**src/rtl/rv_hazard_ctrl_if.sv**
```systemverilog
// Pipeline-sequencing bus between the RV32 pipeline (master) and rv_hazard_ctrl (slave).
// Carries the ID/EX hazard inputs, the memory handshake, the pipeline enables and the perf counters.
interface rv_hazard_ctrl_if #(
    parameter int RW = 5
);
    logic [RW-1:0] id_rs1;
    logic [RW-1:0] id_rs2;
    logic          id_use_rs1;
    logic          id_use_rs2;
    logic          id_branch;
    logic          id_equal;
    logic          ex_memread;
    logic [RW-1:0] ex_rd;
    logic          mem_req;
    logic          dmem_ready;

    logic          pc_write;
    logic          ifid_write;
    logic          ifid_flush;
    logic          idex_bubble;
    logic          pipe_hold;
    logic          mem_err;
    logic [31:0]   perf_lduse;
    logic [31:0]   perf_memwait;
    logic [31:0]   perf_flush;

    modport master (
        output id_rs1, id_rs2, id_use_rs1, id_use_rs2, id_branch, id_equal,
               ex_memread, ex_rd, mem_req, dmem_ready,
        input  pc_write, ifid_write, ifid_flush, idex_bubble, pipe_hold, mem_err,
               perf_lduse, perf_memwait, perf_flush
    );

    modport slave (
        input  id_rs1, id_rs2, id_use_rs1, id_use_rs2, id_branch, id_equal,
               ex_memread, ex_rd, mem_req, dmem_ready,
        output pc_write, ifid_write, ifid_flush, idex_bubble, pipe_hold, mem_err,
               perf_lduse, perf_memwait, perf_flush
    );
endinterface

```
**src/rtl/rv_hazard_ctrl.sv**
```systemverilog
// Hazard/sequencing controller for the 5-stage RV32 pipeline: load-use stall, branch flush, dmem wait/timeout.
// Define RV_HAZ_PERF_EN to build the three 32-bit performance counters; otherwise they read as 0.
module rv_hazard_ctrl #(
    parameter int RW          = 5,
    parameter int MEM_TIMEOUT = 64,
    parameter int CW          = 8
) (
    input logic             clk,
    input logic             rst_n,
    rv_hazard_ctrl_if.slave hz
);
    typedef enum logic [1:0] {RUN, MEMWAIT, ERR} state_t;

    localparam bit            TIMEOUT_EN  = (MEM_TIMEOUT != 0);
    localparam logic [CW-1:0] TIMEOUT_CNT = CW'(MEM_TIMEOUT);

    state_t        state, state_next;
    logic [CW-1:0] wait_cnt, wait_cnt_next, wait_cnt_inc;
    logic [RW-1:0] id_rs1, id_rs2, ex_rd;
    logic          lu, mw;
    logic          pc_write_c, ifid_write_c, ifid_flush_c, idex_bubble_c, pipe_hold_c;

    assign id_rs1 = hz.id_rs1;
    assign id_rs2 = hz.id_rs2;
    assign ex_rd  = hz.ex_rd;

    // x0 is never a real dependency, and an unread source field cannot create one.
    assign lu = hz.ex_memread && (ex_rd != '0) &&
                ((hz.id_use_rs1 && (id_rs1 == ex_rd)) ||
                 (hz.id_use_rs2 && (id_rs2 == ex_rd)));
    assign mw = hz.mem_req && !hz.dmem_ready;

    assign wait_cnt_inc = (wait_cnt == '1) ? wait_cnt : wait_cnt + 1'b1;

    always_ff @(posedge clk or negedge rst_n) begin
        if (!rst_n) begin
            state    <= RUN;
            wait_cnt <= '0;
        end else begin
            state    <= state_next;
            wait_cnt <= wait_cnt_next;
        end
    end

    always_comb begin
        state_next    = state;
        wait_cnt_next = wait_cnt;
        pc_write_c    = 1'b1;
        ifid_write_c  = 1'b1;
        ifid_flush_c  = 1'b0;
        idex_bubble_c = 1'b0;
        pipe_hold_c   = 1'b0;
        case (state)
            RUN, MEMWAIT: begin
                // A MEMWAIT cycle without mw (ready, or mem_req dropped) is a release and behaves as RUN.
                if (mw) begin
                    pc_write_c   = 1'b0;
                    ifid_write_c = 1'b0;
                    pipe_hold_c  = 1'b1;
                    if (state == RUN) begin
                        state_next    = MEMWAIT;
                        wait_cnt_next = CW'(1);
                    end else begin
                        wait_cnt_next = wait_cnt_inc;
                        if (TIMEOUT_EN && (wait_cnt_inc >= TIMEOUT_CNT))
                            state_next = ERR;
                    end
                end else begin
                    state_next    = RUN;
                    wait_cnt_next = '0;
                    if (lu) begin
                        pc_write_c    = 1'b0;
                        ifid_write_c  = 1'b0;
                        idex_bubble_c = 1'b1;
                    end else if (hz.id_branch && hz.id_equal) begin
                        ifid_flush_c = 1'b1;
                    end
                end
            end
            default: begin
                pc_write_c   = 1'b0;
                ifid_write_c = 1'b0;
                pipe_hold_c  = 1'b1;
                state_next   = ERR;
            end
        endcase
    end

    // Reset forces a frozen pipeline with a NOP entering EX, independent of the clock.
    assign hz.pc_write    = rst_n && pc_write_c;
    assign hz.ifid_write  = rst_n && ifid_write_c;
    assign hz.ifid_flush  = rst_n && ifid_flush_c;
    assign hz.idex_bubble = !rst_n || idex_bubble_c;
    assign hz.pipe_hold   = !rst_n || pipe_hold_c;
    assign hz.mem_err     = (state == ERR);

`ifdef RV_HAZ_PERF_EN
    logic [31:0] cnt_lduse, cnt_memwait, cnt_flush;

    always_ff @(posedge clk or negedge rst_n) begin
        if (!rst_n) begin
            cnt_lduse   <= '0;
            cnt_memwait <= '0;
            cnt_flush   <= '0;
        end else begin
            if (idex_bubble_c)
                cnt_lduse <= cnt_lduse + 32'd1;
            // Memory-induced hold cycles only; the ERR freeze is not a wait.
            if (pipe_hold_c && (state != ERR))
                cnt_memwait <= cnt_memwait + 32'd1;
            if (ifid_flush_c)
                cnt_flush <= cnt_flush + 32'd1;
        end
    end

    assign hz.perf_lduse   = cnt_lduse;
    assign hz.perf_memwait = cnt_memwait;
    assign hz.perf_flush   = cnt_flush;
`else
    assign hz.perf_lduse   = '0;
    assign hz.perf_memwait = '0;
    assign hz.perf_flush   = '0;
`endif
endmodule
```
**src/flat_wrapper.sv**
```systemverilog
// flat-port wrapper written by rule: the top's interface ports become plain ports
module rv_hazard_ctrl_flat 
#(
    parameter int RW          = 5,
    parameter int MEM_TIMEOUT = 64,
    parameter int CW          = 8
)
  (clk, rst_n, hz_id_rs1, hz_id_rs2, hz_id_use_rs1, hz_id_use_rs2, hz_id_branch, hz_id_equal, hz_ex_memread, hz_ex_rd, hz_mem_req, hz_dmem_ready, hz_pc_write, hz_ifid_write, hz_ifid_flush, hz_idex_bubble, hz_pipe_hold, hz_mem_err, hz_perf_lduse, hz_perf_memwait, hz_perf_flush);
  rv_hazard_ctrl_if #(.RW(RW)) hz_i ();
  input logic clk;
  input logic rst_n;
  input wire logic [$bits(hz_i.id_rs1)-1:0] hz_id_rs1;
  input wire logic [$bits(hz_i.id_rs2)-1:0] hz_id_rs2;
  input wire logic [$bits(hz_i.id_use_rs1)-1:0] hz_id_use_rs1;
  input wire logic [$bits(hz_i.id_use_rs2)-1:0] hz_id_use_rs2;
  input wire logic [$bits(hz_i.id_branch)-1:0] hz_id_branch;
  input wire logic [$bits(hz_i.id_equal)-1:0] hz_id_equal;
  input wire logic [$bits(hz_i.ex_memread)-1:0] hz_ex_memread;
  input wire logic [$bits(hz_i.ex_rd)-1:0] hz_ex_rd;
  input wire logic [$bits(hz_i.mem_req)-1:0] hz_mem_req;
  input wire logic [$bits(hz_i.dmem_ready)-1:0] hz_dmem_ready;
  output wire logic [$bits(hz_i.pc_write)-1:0] hz_pc_write;
  output wire logic [$bits(hz_i.ifid_write)-1:0] hz_ifid_write;
  output wire logic [$bits(hz_i.ifid_flush)-1:0] hz_ifid_flush;
  output wire logic [$bits(hz_i.idex_bubble)-1:0] hz_idex_bubble;
  output wire logic [$bits(hz_i.pipe_hold)-1:0] hz_pipe_hold;
  output wire logic [$bits(hz_i.mem_err)-1:0] hz_mem_err;
  output wire logic [$bits(hz_i.perf_lduse)-1:0] hz_perf_lduse;
  output wire logic [$bits(hz_i.perf_memwait)-1:0] hz_perf_memwait;
  output wire logic [$bits(hz_i.perf_flush)-1:0] hz_perf_flush;
  assign hz_i.id_rs1 = hz_id_rs1;
  assign hz_i.id_rs2 = hz_id_rs2;
  assign hz_i.id_use_rs1 = hz_id_use_rs1;
  assign hz_i.id_use_rs2 = hz_id_use_rs2;
  assign hz_i.id_branch = hz_id_branch;
  assign hz_i.id_equal = hz_id_equal;
  assign hz_i.ex_memread = hz_ex_memread;
  assign hz_i.ex_rd = hz_ex_rd;
  assign hz_i.mem_req = hz_mem_req;
  assign hz_i.dmem_ready = hz_dmem_ready;
  assign hz_pc_write = hz_i.pc_write;
  assign hz_ifid_write = hz_i.ifid_write;
  assign hz_ifid_flush = hz_i.ifid_flush;
  assign hz_idex_bubble = hz_i.idex_bubble;
  assign hz_pipe_hold = hz_i.pipe_hold;
  assign hz_mem_err = hz_i.mem_err;
  assign hz_perf_lduse = hz_i.perf_lduse;
  assign hz_perf_memwait = hz_i.perf_memwait;
  assign hz_perf_flush = hz_i.perf_flush;
  rv_hazard_ctrl #(.RW(RW), .MEM_TIMEOUT(MEM_TIMEOUT), .CW(CW)) u_core (.clk(clk), .rst_n(rst_n), .hz(hz_i));
endmodule
```
**config.mk**
```make
export PLATFORM = sky130hd
export DESIGN_NAME = rv_hazard_ctrl_flat
export DESIGN_NICKNAME = d
export VERILOG_FILES = /design/src/rtl/rv_hazard_ctrl_if.sv /design/src/rtl/rv_hazard_ctrl.sv /design/src/flat_wrapper.sv
export SDC_FILE = /design/constraint.sdc
export NUM_CORES = 1
export LEC_CHECK = 0
export BUFFER_PORTS_ARGS = -buffer_cell sky130_fd_sc_hd__clkbuf_2
export CELL_PAD_IN_SITES_DETAIL_PLACEMENT = 0
export CELL_PAD_IN_SITES_GLOBAL_PLACEMENT = 1
export CORE_AREA = 2 2 78 80
export DETAILED_ROUTE_END_ITERATION = 7
export DIE_AREA = 0 0 80 82
export GPL_TIMING_DRIVEN = 0
export MAX_ROUTING_LAYER = met4
export PLACE_DENSITY = 0.83
export SLEW_MARGIN = 10
export SYNTH_ARGS = -nofsm -noshare
export SYNTH_HDL_FRONTEND = slang
export SYNTH_SLANG_ARGS = --single-unit
```
**constraint.sdc**
```tcl
create_clock -name clk -period 3.8 [get_ports clk]
set_input_delay 0.19 -clock clk [delete_from_list [all_inputs] [get_ports clk]]
set_output_delay 0.19 -clock clk [all_outputs]
set_load 0.02 [all_outputs]
```
==> flow_summary.yaml <==
power:
  p_int_uw: 268
  p_leak_uw: 0.00129
  seq_power_share_pct: 25.6
  p_sw_share_pct: 37.7
  powerDensity_mw_per_mm2: 202
  clkPwrFrac_pct: 25.1
  p_sw_uw: 162
  pwr-share-comb_pct: 49.3
  p_total_uw: 431
  worst_ir_drop_vdd_v: 0.0000907
final_layout:
  n_antenna_cell: 0
  area_growth_syn_to_layout_pct: 43.7
  fillCellCount: 592
  final_common_cell: "buf_4"
  fin_nets: 338
  drive_above_1_share_pct: 43.7
  fin_cells: 386
  final_cell_mix: "97 x buf_4, 96 x conb_1, 29 x clkbuf_2"
floorplanning:
  io_pins: 126
  fp.dieH_um: 82
  die_area_mm2: 0.00656
  core_mm2: 0.00575
  initial_utilization_pct: 25.8
  die_w_um: 80
  placementRows: 28
worst_hold_path:
  min_to: "u_core.wait_cnt[0]"
  worstHoldPathCells: 3
  hp-class: "in2reg"
  hp-start: "hz_dmem_ready"
critical_path:
  ff2ff_path_depth: 5
  setup.worst_path.start_class: "register"
  rrSetupSlack_ps: 2020
  crit_fanout: 7
  worstReg2RegEnd: "u_core.wait_cnt[3]"
  r2r_start: "u_core.wait_cnt[0]"
  critPathArrivalTime_ps: 1690
  path_class: "reg2out"
  cp.required_ps: 3610
  critPathCaptureType: "primary output"
timing:
  hold_viol: 0
  final-setup-viol-count: 0
  clock_skew_ps: 1.63
  setup_ws_ps: 1920
  slew_headroom_pct: 49.9
  tightest_slew_ps: 745
  drv_slew: 0
  fmax_mhz: 532
  tns_ps: 0
  fin_crit_sh_pct: 49.4
  period_minus_slack_ps: 1880
  timing.hold.ws_ps: 284
  rsz0062_at_grt: "false"
global_route:
  grt_pass1_wl_um: 3930
  antenna_found_initial: 0
  gr-total-overflow: 0
  grt_pass1_vias: 941
  grt_usage_pct: 7.74
  grt_max_degree: 14
drt:
  detail_route.iter0.violations: 79
  wirelength_um: 2790
  avgViaCountPerCell: 3.21
  vias: 1240
  drtPass1Iterations: 4
  drc_errors: 0
  drtAntennaViolNets: 0
  wl_per_cell_um: 7.23
placement:
  dp_cells: 382
  io_buffers: 29
  pre_cts_ws_ps: 2070
  hpwl_um: 2460
  place.gp.congestion: 0.794
synthesis:
  ys_ff_latch: 10
  syn_area_per_cell_um2: 8.10
  synth-edff-count: 0
  ys.flop_type: "dfrtp_1"
  netlist_area_mm2: 0.00148
  synthCells: 183
  seq_area_frac_synth_pct: 16.9
  ys_types: 36
  async_reset_ff_share_pct: 100
  synth_top_area_cell: "buf_4"
  yosys.area.top_type_share_pct: 49.2
  synth_area_leaders: "buf_4 49%, dfrtp_1 17%, xnor2_1 5.9%, a21oi_1 2.7%, nand2_1 2.3%"
  yosys_warnings: 0
cts:
  htree_levels: 1
  numCtsBuffers: 3
  cts_tree: "built"
  clock_path_buffers: 2
  cts_setup_buffers: 0
  numClockSinks: 10
  cts_root_buf: "clkbuf_8"
  clk-insertion-delay-late_ps: 230
  clkTransAtPathRegs_ps: 50
status:
  outcome: "completed"
flow_run:
  max-cap-violations: 0
[Yosys cell counts, drive strengths merged (3+ instances only)]
library cell and instances:
a21oi 8, buf 98, dfrtp 10, inv 6
nand2 9, nand3 3, nand4 4, o21ai 4
or4 3, xnor2 10
[through the flow]
stage	utilization (%)	area, µm²
after floorplan	-	1840
after CTS	37.0	2130
after global routing	37.0	2130
after global placement	36.1	2080
final	37.0	2130
after detailed placement	36.1	2080
[worst max path at each step]
stage | from | endpoint | slack (ps)
after floorplan | u_core.state[1] | hz_pc_write | 2060
after global placement | u_core.wait_cnt[0] | u_core.wait_cnt[3] | 2080
after detailed placement | u_core.wait_cnt[0] | u_core.wait_cnt[3] | 2070
after CTS | u_core.state[1] | hz_pc_write | 1900
after global routing | u_core.state[1] | hz_pc_write | 1800
final | u_core.state[1] | hz_pc_write | 1920
[logic make-up (layout without fill, tap and decap cells)]
logic type               after synthesis  in the layout  synth area share [%]
XOR/XNOR                              10             10                  5.91
other                                  1             96                 0.253
AND/OR/NAND/NOR                       28             28                  11.0
buffers and inverters                104            137                  51.0
flip-flops                            10             10                  16.9
adder cells (fa/ha/maj)                1              1                 0.844
AO/OA/AOI/OAI                         29             29                  14.1
[registers in the layout, summed over array words and instances (netlist names)]
| register | cells |
|---|---|
| u_core.wait_cnt | 8 |
| u_core.state | 2 |
[layer usage]
metal  wire (µm)  part of all wire, %  track usage [%]
met1        1050                   38             8.07
met2        1300                   47             14.0
met3         442                   16             3.63
met4           0                    0            0.508
met5           0                    0                -
[repair_timing]
action                     4_1_cts  5_1_grt
gates resized for setup          0        0
hold endpoints to repair        10        0
hold buffers                     1        0
setup endpoints to repair        0        0
[power by group through the flow]
| stage | Combinational, µW | Clock, µW | Sequential (µW) |
|---|---|---|---|
| finish | 212 | 108 | 110 |
| global route | 229 | 118 | 111 |
| CTS | 209 | 113 | 110 |
| detailed placement | 207 | 0 | 112 |
| global placement | 207 | 0 | 112 |
| floorplan | 184 | 0 | 112 |
[critical path, cell delays in order (launching register included)]
cell,delay (ps)
dfrtp_1,450
inv_1,220
o21a_1,220
nand2_1,90
a21oi_1,180
buf_4,130
clkbuf_2,150
[final cells by class]
type	instances	area, µm²	area share [%]
multi-input cells	164	832	39.1
plain buffers	98	733	34.5
flip-flops and latches	10	250	11.8
repair buffers	30	155	7.29
well taps	75	93.8	4.41
clock buffers	3	41.3	1.94
inverters	6	22.5	1.06
No activity file was read; power rests on OpenSTA's default activity.
